===== src/rtl/pc_sequencer_if.sv =====
// Fetch-side handshake between the PC sequencer (master) and the fetch stage (slave).
// The sequencer offers pc/pc_valid; the fetch stage answers with fetch_ready and stall.
interface pc_sequencer_if #(
  parameter int XLEN = 32
);
  logic            stall;
  logic            fetch_ready;
  logic            pc_valid;
  logic [XLEN-1:0] pc;

  modport master (
    input  stall,
    input  fetch_ready,
    output pc_valid,
    output pc
  );

  modport slave (
    output stall,
    output fetch_ready,
    input  pc_valid,
    input  pc
  );
endinterface


===== src/rtl/pc_sequencer.sv =====
// Fetch-address generator: BOOT/RUN/HALT sequencing, trap/redirect priority, misalignment faults.
// Optional macro PC_SEQ_CEXT_EN adds is_compressed_i (2-byte steps, halfword-aligned redirects).
module pc_sequencer #(
  parameter int              XLEN         = 32,
  parameter logic [XLEN-1:0] RESET_VECTOR = 32'h8000,
  parameter logic [XLEN-1:0] TRAP_VECTOR  = 32'h0004,
  parameter int              PC_STEP      = 4,
  parameter int              CNT_W        = 16
) (
  input  logic             clk,
  input  logic             reset_n,
  pc_sequencer_if.master   fetch,
  input  logic             redirect_valid_i,
  input  logic [XLEN-1:0]  redirect_target_i,
  input  logic             trap_valid_i,
  input  logic             halt_req_i,
  input  logic             resume_i,
`ifdef PC_SEQ_CEXT_EN
  input  logic             is_compressed_i,
`endif
  output logic             misalign_fault_o,
  output logic [XLEN-1:0]  fault_addr_o,
  output logic             halted_o,
  output logic [CNT_W-1:0] issue_count_o
);

  typedef enum logic [1:0] {
    BOOT = 2'd0,
    RUN  = 2'd1,
    HALT = 2'd2
  } state_t;

  state_t           state_q, state_d;
  logic [XLEN-1:0]  pc_q, pc_d;
  logic             pc_valid_q, pc_valid_d;
  logic             halted_q, halted_d;
  logic             fault_q, fault_d;
  logic [XLEN-1:0]  fault_addr_q, fault_addr_d;
  logic [CNT_W-1:0] count_q, count_d;

  logic             fire;
  logic             misaligned;
  logic [XLEN-1:0]  step;
  logic [XLEN-1:0]  redirect_pc;

  assign fire = pc_valid_q & fetch.fetch_ready & ~fetch.stall;

`ifdef PC_SEQ_CEXT_EN
  assign misaligned = redirect_target_i[0];
  assign step       = is_compressed_i ? XLEN'(2) : XLEN'(PC_STEP);
`else
  assign misaligned = |redirect_target_i[1:0];
  assign step       = XLEN'(PC_STEP);
`endif

  // A rejected redirect lands on the trap vector instead of the bad target.
  assign redirect_pc = misaligned ? TRAP_VECTOR : redirect_target_i;

  always_comb begin
    state_d      = state_q;
    pc_d         = pc_q;
    pc_valid_d   = pc_valid_q;
    halted_d     = halted_q;
    fault_d      = 1'b0;
    fault_addr_d = fault_addr_q;
    count_d      = fire ? count_q + CNT_W'(1) : count_q;

    case (state_q)
      BOOT: begin
        state_d    = RUN;
        pc_valid_d = 1'b1;
      end
      RUN: begin
        if (trap_valid_i) begin
          pc_d = TRAP_VECTOR;
        end else if (redirect_valid_i) begin
          pc_d = redirect_pc;
          if (misaligned) begin
            fault_d      = 1'b1;
            fault_addr_d = redirect_target_i;
          end
        end else if (halt_req_i) begin
          state_d    = HALT;
          pc_valid_d = 1'b0;
          halted_d   = 1'b1;
        end else if (fire) begin
          pc_d = pc_q + step;
        end
      end
      HALT: begin
        // Resume is honoured alongside a redirect so a debugger can redirect-and-go.
        if (trap_valid_i) begin
          pc_d       = TRAP_VECTOR;
          state_d    = RUN;
          pc_valid_d = 1'b1;
          halted_d   = 1'b0;
        end else begin
          if (redirect_valid_i) begin
            pc_d = redirect_pc;
            if (misaligned) begin
              fault_d      = 1'b1;
              fault_addr_d = redirect_target_i;
            end
          end
          if (resume_i) begin
            state_d    = RUN;
            pc_valid_d = 1'b1;
            halted_d   = 1'b0;
          end
        end
      end
      default: begin
        state_d    = BOOT;
        pc_valid_d = 1'b0;
        halted_d   = 1'b0;
      end
    endcase
  end

  always_ff @(posedge clk) begin
    if (!reset_n) begin
      state_q      <= BOOT;
      pc_q         <= RESET_VECTOR;
      pc_valid_q   <= 1'b0;
      halted_q     <= 1'b0;
      fault_q      <= 1'b0;
      fault_addr_q <= '0;
      count_q      <= '0;
    end else begin
      state_q      <= state_d;
      pc_q         <= pc_d;
      pc_valid_q   <= pc_valid_d;
      halted_q     <= halted_d;
      fault_q      <= fault_d;
      fault_addr_q <= fault_addr_d;
      count_q      <= count_d;
    end
  end

  assign fetch.pc         = pc_q;
  assign fetch.pc_valid   = pc_valid_q;
  assign misalign_fault_o = fault_q;
  assign fault_addr_o     = fault_addr_q;
  assign halted_o         = halted_q;
  assign issue_count_o    = count_q;

endmodule


===== src/flat_wrapper.sv =====
// flat-port wrapper written by rule: the top's interface ports become plain ports
module pc_sequencer_flat 
#(
  parameter int              XLEN         = 32,
  parameter logic [XLEN-1:0] RESET_VECTOR = 32'h8000,
  parameter logic [XLEN-1:0] TRAP_VECTOR  = 32'h0004,
  parameter int              PC_STEP      = 4,
  parameter int              CNT_W        = 16
)
  (clk, reset_n, redirect_valid_i, redirect_target_i, trap_valid_i, halt_req_i, resume_i, misalign_fault_o, fault_addr_o, halted_o, issue_count_o, fetch_stall, fetch_fetch_ready, fetch_pc_valid, fetch_pc);
  pc_sequencer_if #(.XLEN(XLEN)) fetch_i ();
  input  logic clk;
  input  logic reset_n;
  input  logic redirect_valid_i;
  input  logic [XLEN-1:0] redirect_target_i;
  input  logic trap_valid_i;
  input  logic halt_req_i;
  input  logic resume_i;
  output logic misalign_fault_o;
  output logic [XLEN-1:0] fault_addr_o;
  output logic halted_o;
  output logic [CNT_W-1:0] issue_count_o;
  input wire logic [$bits(fetch_i.stall)-1:0] fetch_stall;
  input wire logic [$bits(fetch_i.fetch_ready)-1:0] fetch_fetch_ready;
  output wire logic [$bits(fetch_i.pc_valid)-1:0] fetch_pc_valid;
  output wire logic [$bits(fetch_i.pc)-1:0] fetch_pc;
  assign fetch_i.stall = fetch_stall;
  assign fetch_i.fetch_ready = fetch_fetch_ready;
  assign fetch_pc_valid = fetch_i.pc_valid;
  assign fetch_pc = fetch_i.pc;
  pc_sequencer #(.XLEN(XLEN), .RESET_VECTOR(RESET_VECTOR), .TRAP_VECTOR(TRAP_VECTOR), .PC_STEP(PC_STEP), .CNT_W(CNT_W)) u_core (.clk(clk), .reset_n(reset_n), .fetch(fetch_i), .redirect_valid_i(redirect_valid_i), .redirect_target_i(redirect_target_i), .trap_valid_i(trap_valid_i), .halt_req_i(halt_req_i), .resume_i(resume_i), .misalign_fault_o(misalign_fault_o), .fault_addr_o(fault_addr_o), .halted_o(halted_o), .issue_count_o(issue_count_o));
endmodule

===== config.mk =====
export PLATFORM = sky130hd
export DESIGN_NAME = pc_sequencer_flat
export DESIGN_NICKNAME = d
export VERILOG_FILES = /design/src/rtl/pc_sequencer_if.sv /design/src/rtl/pc_sequencer.sv /design/src/flat_wrapper.sv
export SDC_FILE = /design/constraint.sdc
export NUM_CORES = 1
export LEC_CHECK = 0
export BUFFER_PORTS_ARGS = -buffer_cell sky130_fd_sc_hd__clkbuf_2
export CAP_MARGIN = 20
export CORE_ASPECT_RATIO = 1.2
export CORE_MARGIN = 3
export CORE_UTILIZATION = 50
export CTS_BUF_LIST = sky130_fd_sc_hd__clkbuf_4 sky130_fd_sc_hd__clkbuf_8 sky130_fd_sc_hd__clkbuf_16
export DETAILED_ROUTE_END_ITERATION = 8
export GPL_TIMING_DRIVEN = 0
export PLACE_DENSITY = 0.78
export SYNTH_ARGS = -nofsm -noshare
export SYNTH_HDL_FRONTEND = slang
export SYNTH_SLANG_ARGS = --single-unit

===== constraint.sdc =====
create_clock -name clk -period 2.1 [get_ports clk]
set_clock_uncertainty 0.05 [all_clocks]
set_input_delay 0.105 -clock clk [delete_from_list [all_inputs] [get_ports clk]]
set_output_delay 0.105 -clock clk [all_outputs]
set_load 0.1 [all_outputs]

* Word-level counts from Yosys, hierarchy flattened
Index checks and enable logic that the tools add are counted.
** Storage, ports and cells
- Input bits :: 40
- Logic and storage cells :: 62
- Output and inout bits :: 83
- Register bits :: 85
** Cells by class
- Add/sub/neg operators :: 2
- Reduce and logical (&&, ||, !) cells :: 9
- Bitwise logic cells :: 8
- Mux-type cells :: 27
- Eq/ne operators :: 9
** Operator list (count)
- 32-bit 2-to-1 mux :: 7
- 32-bit one-hot mux with 2 select lines :: 1
- 32-bit by 3-bit adder with 32-bit output, second input constant :: 1
- 16-bit by 1-bit adder with 16-bit output, second input constant :: 1
- 4-bit AND reduction :: 3
- 1-bit 2-to-1 mux :: 11
- 2-bit 2-to-1 mux :: 5
- 2-bit inequality test, second input constant :: 3
- 3-bit inequality test, second input constant :: 2
- 1-bit NOT :: 6
- 1-bit one-hot mux with 3 select lines :: 2
- 2-bit one-hot mux with 3 select lines :: 1
- 5-bit AND reduction :: 1
- 4-bit by 3-bit inequality test with 1-bit output, second input constant :: 1
- 4-bit inequality test, second input constant :: 1
- 2-bit OR reduction :: 2
- 4-bit OR reduction :: 1
- 1-bit AND :: 2
- 2-bit by 1-bit == test with 1-bit output, second input constant :: 1
- 2-bit == test, second input constant :: 1
- 2-bit logical NOT :: 1
- 2-bit nonzero test :: 1

* Logic depth before layout (Yosys ltp)
- Word-level depth :: 7
- Depth in mapped cells :: 9
- Depth with buffers taken out :: 7

* Least setup slack after synthesis
OpenSTA, ideal clock, no wires.
- Path type :: register -> register
- Start point :: register u_core.state_q[0]
- End point :: register u_core.pc_q[30] (netlist: u_core.fetch.pc[30])
- Buffers on the path :: 1
- Cell stages (with the launch flop) :: 9
- Data arrival time :: 2535 ps
- Setup time :: 131 ps
- Period minus slack after synthesis :: 2717 ps
- Slack :: -617 ps
- Path through :: dfxtp_1 inv_1 ha_1 nor2b_1 o21ai_2 and2_1 buf_6 a2111oi_0 nor3_1
** Between the ends
- Word-level cells in the longest chain between the ends :: 3
- Elaborated cells on any way between the ends :: 8
** Ends and longest elaborated chain
- from (decl) :: line pc_sequencer.sv:33 : state_t state_q, state_d;
- from (signal assigned) :: line pc_sequencer.sv:130 : state_q <= state_d;
- 2-bit by 1-bit == test with 1-bit output or 2-bit == test (tied branches) :: line pc_sequencer.sv:68 : case (state_q)
- 4-bit by 3-bit inequality test with 1-bit output (no line), or another cell as far along
- 4-bit AND reduction (no line)
- to (signal assigned) :: line pc_sequencer.sv:131 : pc_q <= pc_d;
- to (decl) :: line pc_sequencer.sv:34 : logic [XLEN-1:0] pc_q, pc_d;
Several ways; a longest one is shown, not always the timed one.
A chain may end at the register's enable or synchronous reset.

* Worst setup path after layout
- Start point :: register u_core.state_q[0]
- End point :: register u_core.pc_q[28] (netlist: u_core.fetch.pc[28])
The elaborated chain is that of the path after synthesis.

==> impl_metrics.tcl <==
set metrics [dict create \
    dpl.cell_count 721 \
    max_stage_delay_ns 0.38 \
    diodes 0 \
    synth_nets 554 \
    ys_ff_latch 84 \
    cts-root-buf "clkbuf_8" \
    path_cells "inv_2 > ha_1 > buf_6 > nor4b_4 > o211ai_1 > buf_4 > buf_4 > nor2_1 > nand4_1 > o211ai_1" \
    syn-cell-area_um2 4170 \
    globalplace.congestion 0.861 \
    worst_slack_ns 0.0156 \
    crit_arrival_ns 2.31 \
    critPathMaxFanout 10 \
    wl_per_cell_um 16.8 \
    cts_made_buffers 9 \
    finalHoldViolCount 0 \
    layout.cells.non_filler 773 \
    clkSinkCount 84 \
    antenna_found_initial 0 \
    drv_cap 0 \
    ios 123 \
    power_density_nw_per_um2 983 \
    max_freq_ghz 0.480 \
    slew_viol_final 0 \
    drive_gt1_frac 0.317 \
    grt_pass1_vias 4241 \
    routed-via-count 4490 \
    setup_viol 0 \
    ys_types 62 \
    pre_cts_ws_ns -0.107 \
    clkLatencyLatePin_ns 0.36 \
    ys_dominant_reg_cell "dfxtp_1" \
    synth_warnings 0 \
    initial_core_util 0.529 \
    die_area_um2 9480 \
    grt_max_degree 14 \
    die-height_um 106 \
    fill_cells 630 \
    tightest_slew_ns 0.651 \
    dp_hpwl_mm 9.15 \
    syn2layout_area_growth_pct 33.7 \
    routed_via_density 5.81 \
    gr-total-overflow 0 \
    vdd_ir_drop_max_mv 0.719 \
    status "complete, no violations" \
    grt_pass1_wl_mm 20.3 \
    clk_path_buf_depth 2 \
    worstSetupPathType "flop to flop" \
    drtAntennaViolNets 0 \
    firstDrtPassIters 8 \
    cp_slowest_cell "dfxtp_4" \
    async_reset_ff_frac 0 \
    start_kind "flop" \
    clk_pin_slew_ns 0.09 \
    period_minus_slack_ns 2.08 \
    finalWirelength_mm 13.0 \
    leakage_nw 2.33 \
    fin_nets 722 \
    row_count 35 \
    end_kind "flop" \
    grt_use_total 0.272 \
    synth_seq_area_share 0.403 \
    synth_edf_count 0 \
    rsz0062_at_grt "yes" \
    slew_headroom 0.566 \
    final_cell_mix "clkbuf_2, nand2_1, dfxtp_1" \
    cts_tree "built" \
    mostFrequentLayoutCell "clkbuf_2" \
    cts_max_level 3 \
    core_um2 7880 \
    drc 0 \
    first_iter_violations 478 \
    die_x_um 89.4 \
    critPathRequiredTime_ns 2.33 \
    synth_area_per_cell_um2 8.21 \
    worstHoldPathType "primary input to flop" \
    port_buffers 121 \
    synthCells 508 \
    fin_crit_sh 0.993 \
]
[Yosys cell counts (6+ instances only)]
master / number / area (µm²)
ha_1: 6 / 75.1
and3_1: 12 / 75.1
xor2_1: 19 / 166
a22oi_1: 13 / 97.6
nand4_1: 12 / 75.1
dfxtp_1: 84 / 1680
inv_1: 10 / 37.5
o21ai_0: 18 / 90.1
buf_2: 12 / 60.1
xnor2_1: 8 / 70.1
a21oi_1: 45 / 225
nand2_1: 90 / 338
nor2_1: 45 / 169
nand3_1: 18 / 90.1
clkbuf_1: 14 / 52.6
[report_power, final]
group / switching (W) / internal, W / total, W / leakage, nW
Sequential: 0.000123 / 0.00173 / 0.00185 / 0.693
Combinational: 0.00180 / 0.000654 / 0.00246 / 1.54
Clock: 0.000580 / 0.000590 / 0.00117 / 0.101
Total: 0.00251 / 0.00298 / 0.00548 / 2.33
[stage by stage]
stage	power, W	TNS (ns)	utilization	instance area, µm²	hold slack (ns)
2_1_floorplan	0.00359	-0.0134	-	4220	0.191
3_3_place_gp	0.00406	-0.196	0.626	4940	0.299
3_5_place_dp	0.00410	-0.598	0.626	4940	0.301
4_1_cts	0.00531	0	0.695	5480	0.0808
5_1_grt	0.00573	-0.239	0.707	5580	0.0990
6_report	0.00548	0	0.707	5580	0.0846
[cell type report]
class / count / area (µm²) / area share
repair buffers: 158 / 963 / 0.173
plain buffers: 29 / 161 / 0.0289
well taps: 92 / 115 / 0.0206
flip-flops and latches: 84 / 1720 / 0.309
clock buffers: 12 / 146 / 0.0263
clock inverters: 4 / 48.8 / 0.00875
inverters: 10 / 37.5 / 0.00673
multi-input cells: 384 / 2380 / 0.427
[worst max-delay path, delay by kind of cell (launching register included)]
kind                     cells  cell delay [ns]
AO/OA/AOI/OAI                2             0.26
adder cells (fa/ha/maj)      1             0.24
buffers and inverters        4             0.58
flip-flops                   1             0.38
AND/OR/NAND/NOR              3             0.49
[flip-flops by register name (all words and copies together) (netlist names)]
register / count
u_core.state_q: 2
u_core.halted_o: 1
u_core.misalign_fault_o: 1
u_core.issue_count_o: 16
u_core.fetch.pc: 32
u_core.fault_addr_o: 32
[what timing repair did]
action                                  in CTS  in global routing
pin swaps                                    1                  4
setup buffers                                3                  2
endpoints found under the hold margin       41                  0
resized for setup                            4                 20
cloned                                       0                  0
endpoints found under the setup margin      20                 51
hold buffers                                32                  0
[metal layers]
layer  track usage  share of wire  vias up
li1              -              -     2163
met5             0              0        -
met3        0.0504          0.080       31
met4        0.0904          0.022        0
met2         0.444           0.48      217
met1         0.356           0.42     2079
[worst paths after layout]
check	depth (start not counted)	from	slack, ns	end
worst min register to register	2	u_core.fault_addr_o[27]	0.41	u_core.fault_addr_o[27]
worst max-delay path	10	u_core.state_q[0]	0.02	u_core.fetch.pc[28]
worst max register to register	10	u_core.state_q[0]	0.02	u_core.fetch.pc[28]
worst min-delay path	3	reset_n	0.08	u_core.fetch.pc[26]
[cells by family (layout without fill, tap and decap cells)]
family,after synthesis,in the layout,synth area share
mux,2,2,0.00480
simple gates,219,219,0.269
buf+inv,40,213,0.0450
compound gates,130,130,0.204
fa+ha+maj,6,6,0.0180
flops,84,84,0.403
xor+xnor,27,27,0.0567
Power figures use the tool's default switching activity.
